### src/rtl/opcodes.sv
// opcodes: shared instruction opcode encodings for the accelerator control path.
// IDLE is the encoding the decoder maps to its all-zero default.
`ifndef OPCODES_SV
`define OPCODES_SV
`define OP_MOV  3'b000
`define OP_SETB 3'b001
`define OP_MAC  3'b010
`define OP_WAIT 3'b011
`define OP_LDSW 3'b100
`define OP_ADD  3'b101
`define OP_CLR  3'b110
`define OP_IDLE 3'b111
`endif

### src/rtl/cpu_ctrl_pkg.sv
// cpu_ctrl_pkg: sequencer state enum and opcode constants shared by RTL, bench and debug probes.
`include "opcodes.sv"
package cpu_ctrl_pkg;
    typedef enum logic [2:0] {
        S_IDLE,
        S_FETCH,
        S_LDWAIT,
        S_ISSUE,
        S_WAIT
    } seq_state_t;
    localparam logic [2:0] OP_MOV  = `OP_MOV;
    localparam logic [2:0] OP_SETB = `OP_SETB;
    localparam logic [2:0] OP_MAC  = `OP_MAC;
    localparam logic [2:0] OP_WAIT = `OP_WAIT;
    localparam logic [2:0] OP_LDSW = `OP_LDSW;
    localparam logic [2:0] OP_IDLE = `OP_IDLE;
endpackage

### src/rtl/program_sequencer_wait_counter.sv
// wait_counter: load/decrement counter that stretches WAIT instructions.
// Ports: clk, rst (sync, active high); clr_i discards the count; load_i loads val_i;
// dec_i decrements (saturating at 0); expire_o is high while the count equals 1.
module wait_counter #(
    parameter int WIDTH = 8
) (
    input  logic             clk,
    input  logic             rst,
    input  logic             clr_i,
    input  logic             load_i,
    input  logic             dec_i,
    input  logic [WIDTH-1:0] val_i,
    output logic             expire_o
);
    logic [WIDTH-1:0] count_q;
    assign expire_o = count_q == WIDTH'(1);
    always_ff @(posedge clk) begin
        if (rst || clr_i) count_q <= '0;
        else if (load_i) count_q <= val_i;
        else if (dec_i && count_q != '0) count_q <= count_q - WIDTH'(1);
    end
endmodule

### src/rtl/program_sequencer.sv
// program_sequencer: fetches instructions over a valid handshake and issues opcode/operand to the decoder.
// Ports: clk, rst (sync, active high); start/abort run control; prog_last last address;
// imem_req/imem_addr/imem_rdata/imem_valid program memory fetch; ld_valid switch data ready;
// opcode/operand/issue registered decoder outputs; busy (not idle); done completion pulse.
module program_sequencer
    import cpu_ctrl_pkg::*;
#(
    parameter int OPCODE_WIDTH  = 3,
    parameter int OPERAND_WIDTH = 8,
    parameter int ADDR_WIDTH    = 6,
    parameter logic [OPCODE_WIDTH-1:0] IDLE_OPCODE = OP_IDLE
) (
    input  logic                              clk,
    input  logic                              rst,
    input  logic                              start,
    input  logic                              abort,
    input  logic [ADDR_WIDTH-1:0]             prog_last,
    output logic                              imem_req,
    output logic [ADDR_WIDTH-1:0]             imem_addr,
    input  logic [OPCODE_WIDTH+OPERAND_WIDTH-1:0] imem_rdata,
    input  logic                              imem_valid,
    input  logic                              ld_valid,
    output logic [OPCODE_WIDTH-1:0]           opcode,
    output logic [OPERAND_WIDTH-1:0]          operand,
    output logic                              issue,
    output logic                              busy,
    output logic                              done
);
    seq_state_t                              state_q;
    logic [ADDR_WIDTH-1:0]                   pc_q, last_q;
    logic [OPCODE_WIDTH+OPERAND_WIDTH-1:0]   ir_q;
    logic [OPCODE_WIDTH-1:0]                 opcode_q;
    logic [OPERAND_WIDTH-1:0]                operand_q;
    logic                                    req_q, issue_q, busy_q, done_q;
    logic [OPCODE_WIDTH-1:0]                 rd_op, ir_op;
    logic [OPERAND_WIDTH-1:0]                rd_arg, ir_arg;
    logic                                    wait_load, advance, expire;
    assign rd_op  = imem_rdata[OPCODE_WIDTH+OPERAND_WIDTH-1 -: OPCODE_WIDTH];
    assign rd_arg = imem_rdata[OPERAND_WIDTH-1:0];
    assign ir_op  = ir_q[OPCODE_WIDTH+OPERAND_WIDTH-1 -: OPCODE_WIDTH];
    assign ir_arg = ir_q[OPERAND_WIDTH-1:0];
    // In ISSUE opcode_q/operand_q hold the instruction being issued.
    assign wait_load = state_q == S_ISSUE && opcode_q == OP_WAIT && operand_q != '0;
    assign advance   = (state_q == S_ISSUE && !wait_load) || (state_q == S_WAIT && expire);
    assign imem_req  = req_q;
    assign imem_addr = pc_q;
    assign opcode    = opcode_q;
    assign operand   = operand_q;
    assign issue     = issue_q;
    assign busy      = busy_q;
    assign done      = done_q;
    wait_counter #(.WIDTH(OPERAND_WIDTH)) u_wait_counter (
        .clk      (clk),
        .rst      (rst),
        .clr_i    (abort),
        .load_i   (wait_load),
        .dec_i    (state_q == S_WAIT),
        .val_i    (operand_q),
        .expire_o (expire)
    );
    always_ff @(posedge clk) begin
        if (rst) begin
            state_q   <= S_IDLE;
            pc_q      <= '0;
            last_q    <= '0;
            ir_q      <= '0;
            opcode_q  <= IDLE_OPCODE;
            operand_q <= '0;
            req_q     <= 1'b0;
            issue_q   <= 1'b0;
            busy_q    <= 1'b0;
            done_q    <= 1'b0;
        end else begin
            issue_q <= 1'b0;
            done_q  <= 1'b0;
            if (abort && state_q != S_IDLE) begin
                state_q  <= S_IDLE;
                req_q    <= 1'b0;
                busy_q   <= 1'b0;
                opcode_q <= IDLE_OPCODE;
            end else begin
                case (state_q)
                    S_IDLE: if (start) begin
                        state_q <= S_FETCH;
                        pc_q    <= '0;
                        last_q  <= prog_last;
                        req_q   <= 1'b1;
                        busy_q  <= 1'b1;
                    end
                    S_FETCH: if (imem_valid) begin
                        ir_q  <= imem_rdata;
                        req_q <= 1'b0;
                        if (rd_op == OP_LDSW) state_q <= S_LDWAIT;
                        else begin
                            state_q   <= S_ISSUE;
                            issue_q   <= 1'b1;
                            opcode_q  <= rd_op;
                            operand_q <= rd_arg;
                        end
                    end
                    S_LDWAIT: if (ld_valid) begin
                        state_q   <= S_ISSUE;
                        issue_q   <= 1'b1;
                        opcode_q  <= ir_op;
                        operand_q <= ir_arg;
                    end
                    S_ISSUE, S_WAIT: begin
                        // WAIT keeps opcode_q at the WAIT encoding until the counter expires.
                        if (wait_load) state_q <= S_WAIT;
                        else if (advance) begin
                            opcode_q <= IDLE_OPCODE;
                            if (pc_q == last_q) begin
                                state_q <= S_IDLE;
                                busy_q  <= 1'b0;
                                done_q  <= 1'b1;
                            end else begin
                                pc_q    <= pc_q + ADDR_WIDTH'(1);
                                state_q <= S_FETCH;
                                req_q   <= 1'b1;
                            end
                        end
                    end
                    default: state_q <= S_IDLE;
                endcase
            end
        end
    end
endmodule

### config.mk
export PLATFORM = sky130hd
export DESIGN_NAME = program_sequencer
export DESIGN_NICKNAME = d
export VERILOG_FILES = /design/src/rtl/cpu_ctrl_pkg.sv /design/src/rtl/program_sequencer_wait_counter.sv /design/src/rtl/program_sequencer.sv
export VERILOG_INCLUDE_DIRS = /design/src /design/src/rtl
export SDC_FILE = /design/constraint.sdc
export NUM_CORES = 1
export LEC_CHECK = 0
export CAP_MARGIN = 20
export CORE_MARGIN = 2
export CORE_UTILIZATION = 35
export CTS_CLUSTER_DIAMETER = 200
export DETAILED_ROUTE_END_ITERATION = 6
export SYNTH_ARGS = -nofsm -noshare
export SYNTH_HDL_FRONTEND = slang
export SYNTH_SLANG_ARGS = --single-unit
### constraint.sdc
create_clock -name clk -period 5.01 [get_ports clk]
set_input_delay 0.7515 -clock clk [delete_from_list [all_inputs] [get_ports clk]]
set_output_delay 0.7515 -clock clk [all_outputs]
set_load 0.02 [all_outputs]
==> summary.md <==
| Metric | Value |
|---|---|
| CTS resizes | `0` |
| Worst min path class | `reg2reg` |
| Total Wirelength | `6.22 mm` |
| Post-detail-place hpwl | `4.56 mm` |
| Post-synthesis register bit count | `49` |
| Synth top area share | `38.3%` |
| Die Height | `89.5 µm` |
| Kind of critical path | `in2reg` |
| Routed len/inst | `14.8 µm` |
| # nets final | `347` |
| Filler cells | `726` |
| Cells after DPL | `413` |
| GR Overflow Total | `0` |
| Vias per cell | `5.19` |
| Die width | `89.5 µm` |
| Hold Fails Final Rpt | `0` |
| Post-Syn Nets | `306` |
| Crit. End Element | `flip-flop` |
| Crit share post-route | `57.6%` |
| First-pass detailed-route iteration total | `4` |
| Req. time, crit path | `5.25 ns` |
| CTS tree | `built` |
| Hold Slack | `0.471 ns` |
| Startpoint Class | `input port` |
| CP Cell Sequence | `clkdlybuf4s50_1 > nor4b_2 > or3_1 > o2bb2ai_2 > or4_1 > a21boi_1` |
| Initial core utilization | `35.7%` |
| Vias in the first global route | `1931` |
| RSZ-0062 raised after global routing | `no` |
| Outcome | `finished, final reports clean` |
| Placeable Area | `7180 µm²` |
| Slowest stage delay, CP | `0.82 ns` |
| Normalized max-slew margin | `33.7%` |
| Crit path max fanout | `12` |
| Most common cell in the netlist | `dfxtp_1` |
| Post-Syn Instances | `280` |
| Final setup violation count | `0` |
| Total Routing Usage GR | `16.0%` |
| CP Buf/Inv Count | `1` |
| Ys Warns | `0` |
| DR iter-0 viols | `155` |
| Worst skew pair latency | `0.31 ns` |
| Number of diodes | `0` |
| Biggest area consumer among synthesized cells | `dfxtp_1` |
| Hold-fix buffers at CTS | `0` |
| Min Tclk post-route | `2.89 ns` |
| H-tree depth | `2` |
| Critical path arrival | `3.13 ns` |
| Layout cells sized above 1 | `10.9%` |
| Area contributors post-synth | `dfxtp_1 38%, mux2i_1 9.8%, nor2_1 4.3%, a211oi_1 4.1%, nand2_1 4.1%` |
| Post-synth top cells | `49 x dfxtp_1, 29 x nor2_1, 28 x nand2_1` |
| Post-synthesis sequential area ratio | `38.3%` |
| Distinct cells, synth | `68` |
| Vias after detailed routing | `2184` |
| Ports | `44` |
| Post-synth EDFFs | `0` |
| Reg clk slew, reported paths | `0.10 ns` |
| First-pass GRT wire length | `9.97 mm` |
| Worst vdd ir | `0.113 mV` |
| Mapped Area | `2560 µm²` |
| CP max stage cell | `nor4b_2` |
| Non-filler cells, final | `421` |
| Worst-margin pin slew | `0.992 ns` |
| Number of routed nets with antenna violations | `0` |
| Initial antenna violation count | `0` |
| Post-CTS setup buffers | `0` |
| Syn avg cell area | `9.14 µm²` |
| Slew Limit Fails | `0` |
| Maxcap violations | `0` |
| Area of the multi-input gates | `1500 µm²` |
| Gpl congestion | `0.789` |
| Ys async rst share | `0%` |
| Remaining DRCs | `0` |
| Die footprint | `8010 µm²` |
| Final Skew | `0.00573 ns` |
| CP delay by family, top | `simple AND/OR/NAND/NOR gates` |
| Port Buf Inserts | `43` |
| Largest net degree at the start of global routing | `34` |
| Ys flop type | `dfxtp_1` |
| Power per cell area | `274 nW/µm²` |
| Area grow syn2layout | `25.0%` |
| Root buf cell | `clkbuf_8` |
| Setup TNS | `0 ns` |
| Max Buffers Root-to-Sink | `2` |
| CTS Buf Count | `5` |
| Fmax | `347 MHz` |
| Leakage | `1.09 nW` |
| # rows | `31` |
| CTS Sinks | `49` |
| FF+latch area | `981 µm²` |
## final cells by class
cell class / instances / area share (%)
clock buffer: 5 / 2.15
clock inverter: 3 / 1.49
inverter: 4 / 0.469
multi-input combinational: 215 / 47.0
sequential: 49 / 30.7
tap: 99 / 3.87
timing repair buffer: 46 / 14.4
## tightest hold or removal path, cell delays in order, from the launching register on
cell	delay (ns)
dfxtp_1	0.33
nand2_1	0.05
a21oi_1	0.05
## cell usage in the layout (no fill, tap or decap), drive strengths merged, types with 3 or more instances in the layout
cell type / count
or4: 3
nor4: 4
mux2i: 25
xnor2: 4
a21oi: 20
or3: 6
nor3b: 3
nor2b: 3
inv: 6
nor3: 10
nor2: 30
o21ai: 6
and4: 4
a21boi: 3
clkdlybuf4s50: 43
a211oi: 14
nand2: 29
nand4: 3
ha: 3
xor2: 3
buf: 3
dfxtp: 49
a22oi: 3
nand3: 7
clkbuf: 5
## state kept, by name (all words and copies together) (netlist names)
name                    count
state_q                     3
imem_req                    1
operand                     8
busy                        1
done                        1
u_wait_counter.count_q      8
opcode                      3
imem_addr                   6
ir_q                       11
last_q                      6
issue                       1
## power by group
group          leakage [nW]  internal (mW)  switching [mW]  total [mW]
Clock                0.0591          0.153           0.146       0.298
Sequential            0.398          0.405          0.0207       0.426
Combinational         0.637         0.0726          0.0805       0.153
## per-layer routing
metal	vias to the layer above	GRT usage [%]	share of wire, %
met1	1026	23.0	49
met4	0	3.66	0.61
met5	-	0	0
met3	4	2.86	2.5
li1	1122	-	-
met2	32	25.1	48
## per-stage QoR
step / utilization (%) / worst slack [ns] / instance area, µm² / total power, mW
global route: 44.6 / 1.94 / 3200 / 0.921
global placement: 42.7 / 1.87 / 3060 / 0.586
finish: 44.6 / 2.12 / 3200 / 0.877
floorplan: - / 3.02 / 2560 / 0.529
detailed placement: 43.0 / 1.82 / 3080 / 0.589
CTS: 44.6 / 2.13 / 3200 / 0.888
## kinds of logic after synthesis
group	Yosys count	synth area share [%]
flip-flops	49	38.3
multiplexers	25	9.78
AND/OR/NAND/NOR	113	25.6
AO/OA/AOI/OAI	67	19.1
buffers and inverters	16	3.37
adder cells (fa/ha/maj)	3	1.47
XOR/XNOR	7	2.40
## worst paths after layout
path                      startpoint                         to  slack (ns)  cells past startpoint
max reg2reg  state_q[2]$_SDFFE_PP0P_  imem_addr[2]$_SDFFE_PP0P_        2.42                      5
max                            start  imem_addr[2]$_SDFFE_PP0P_        2.12                      6
min reg2reg   last_q[0]$_SDFFE_PP0P_     last_q[0]$_SDFFE_PP0P_        0.47                      2
min           last_q[0]$_SDFFE_PP0P_     last_q[0]$_SDFFE_PP0P_        0.47                      2
Power figures use the tool's default switching activity.
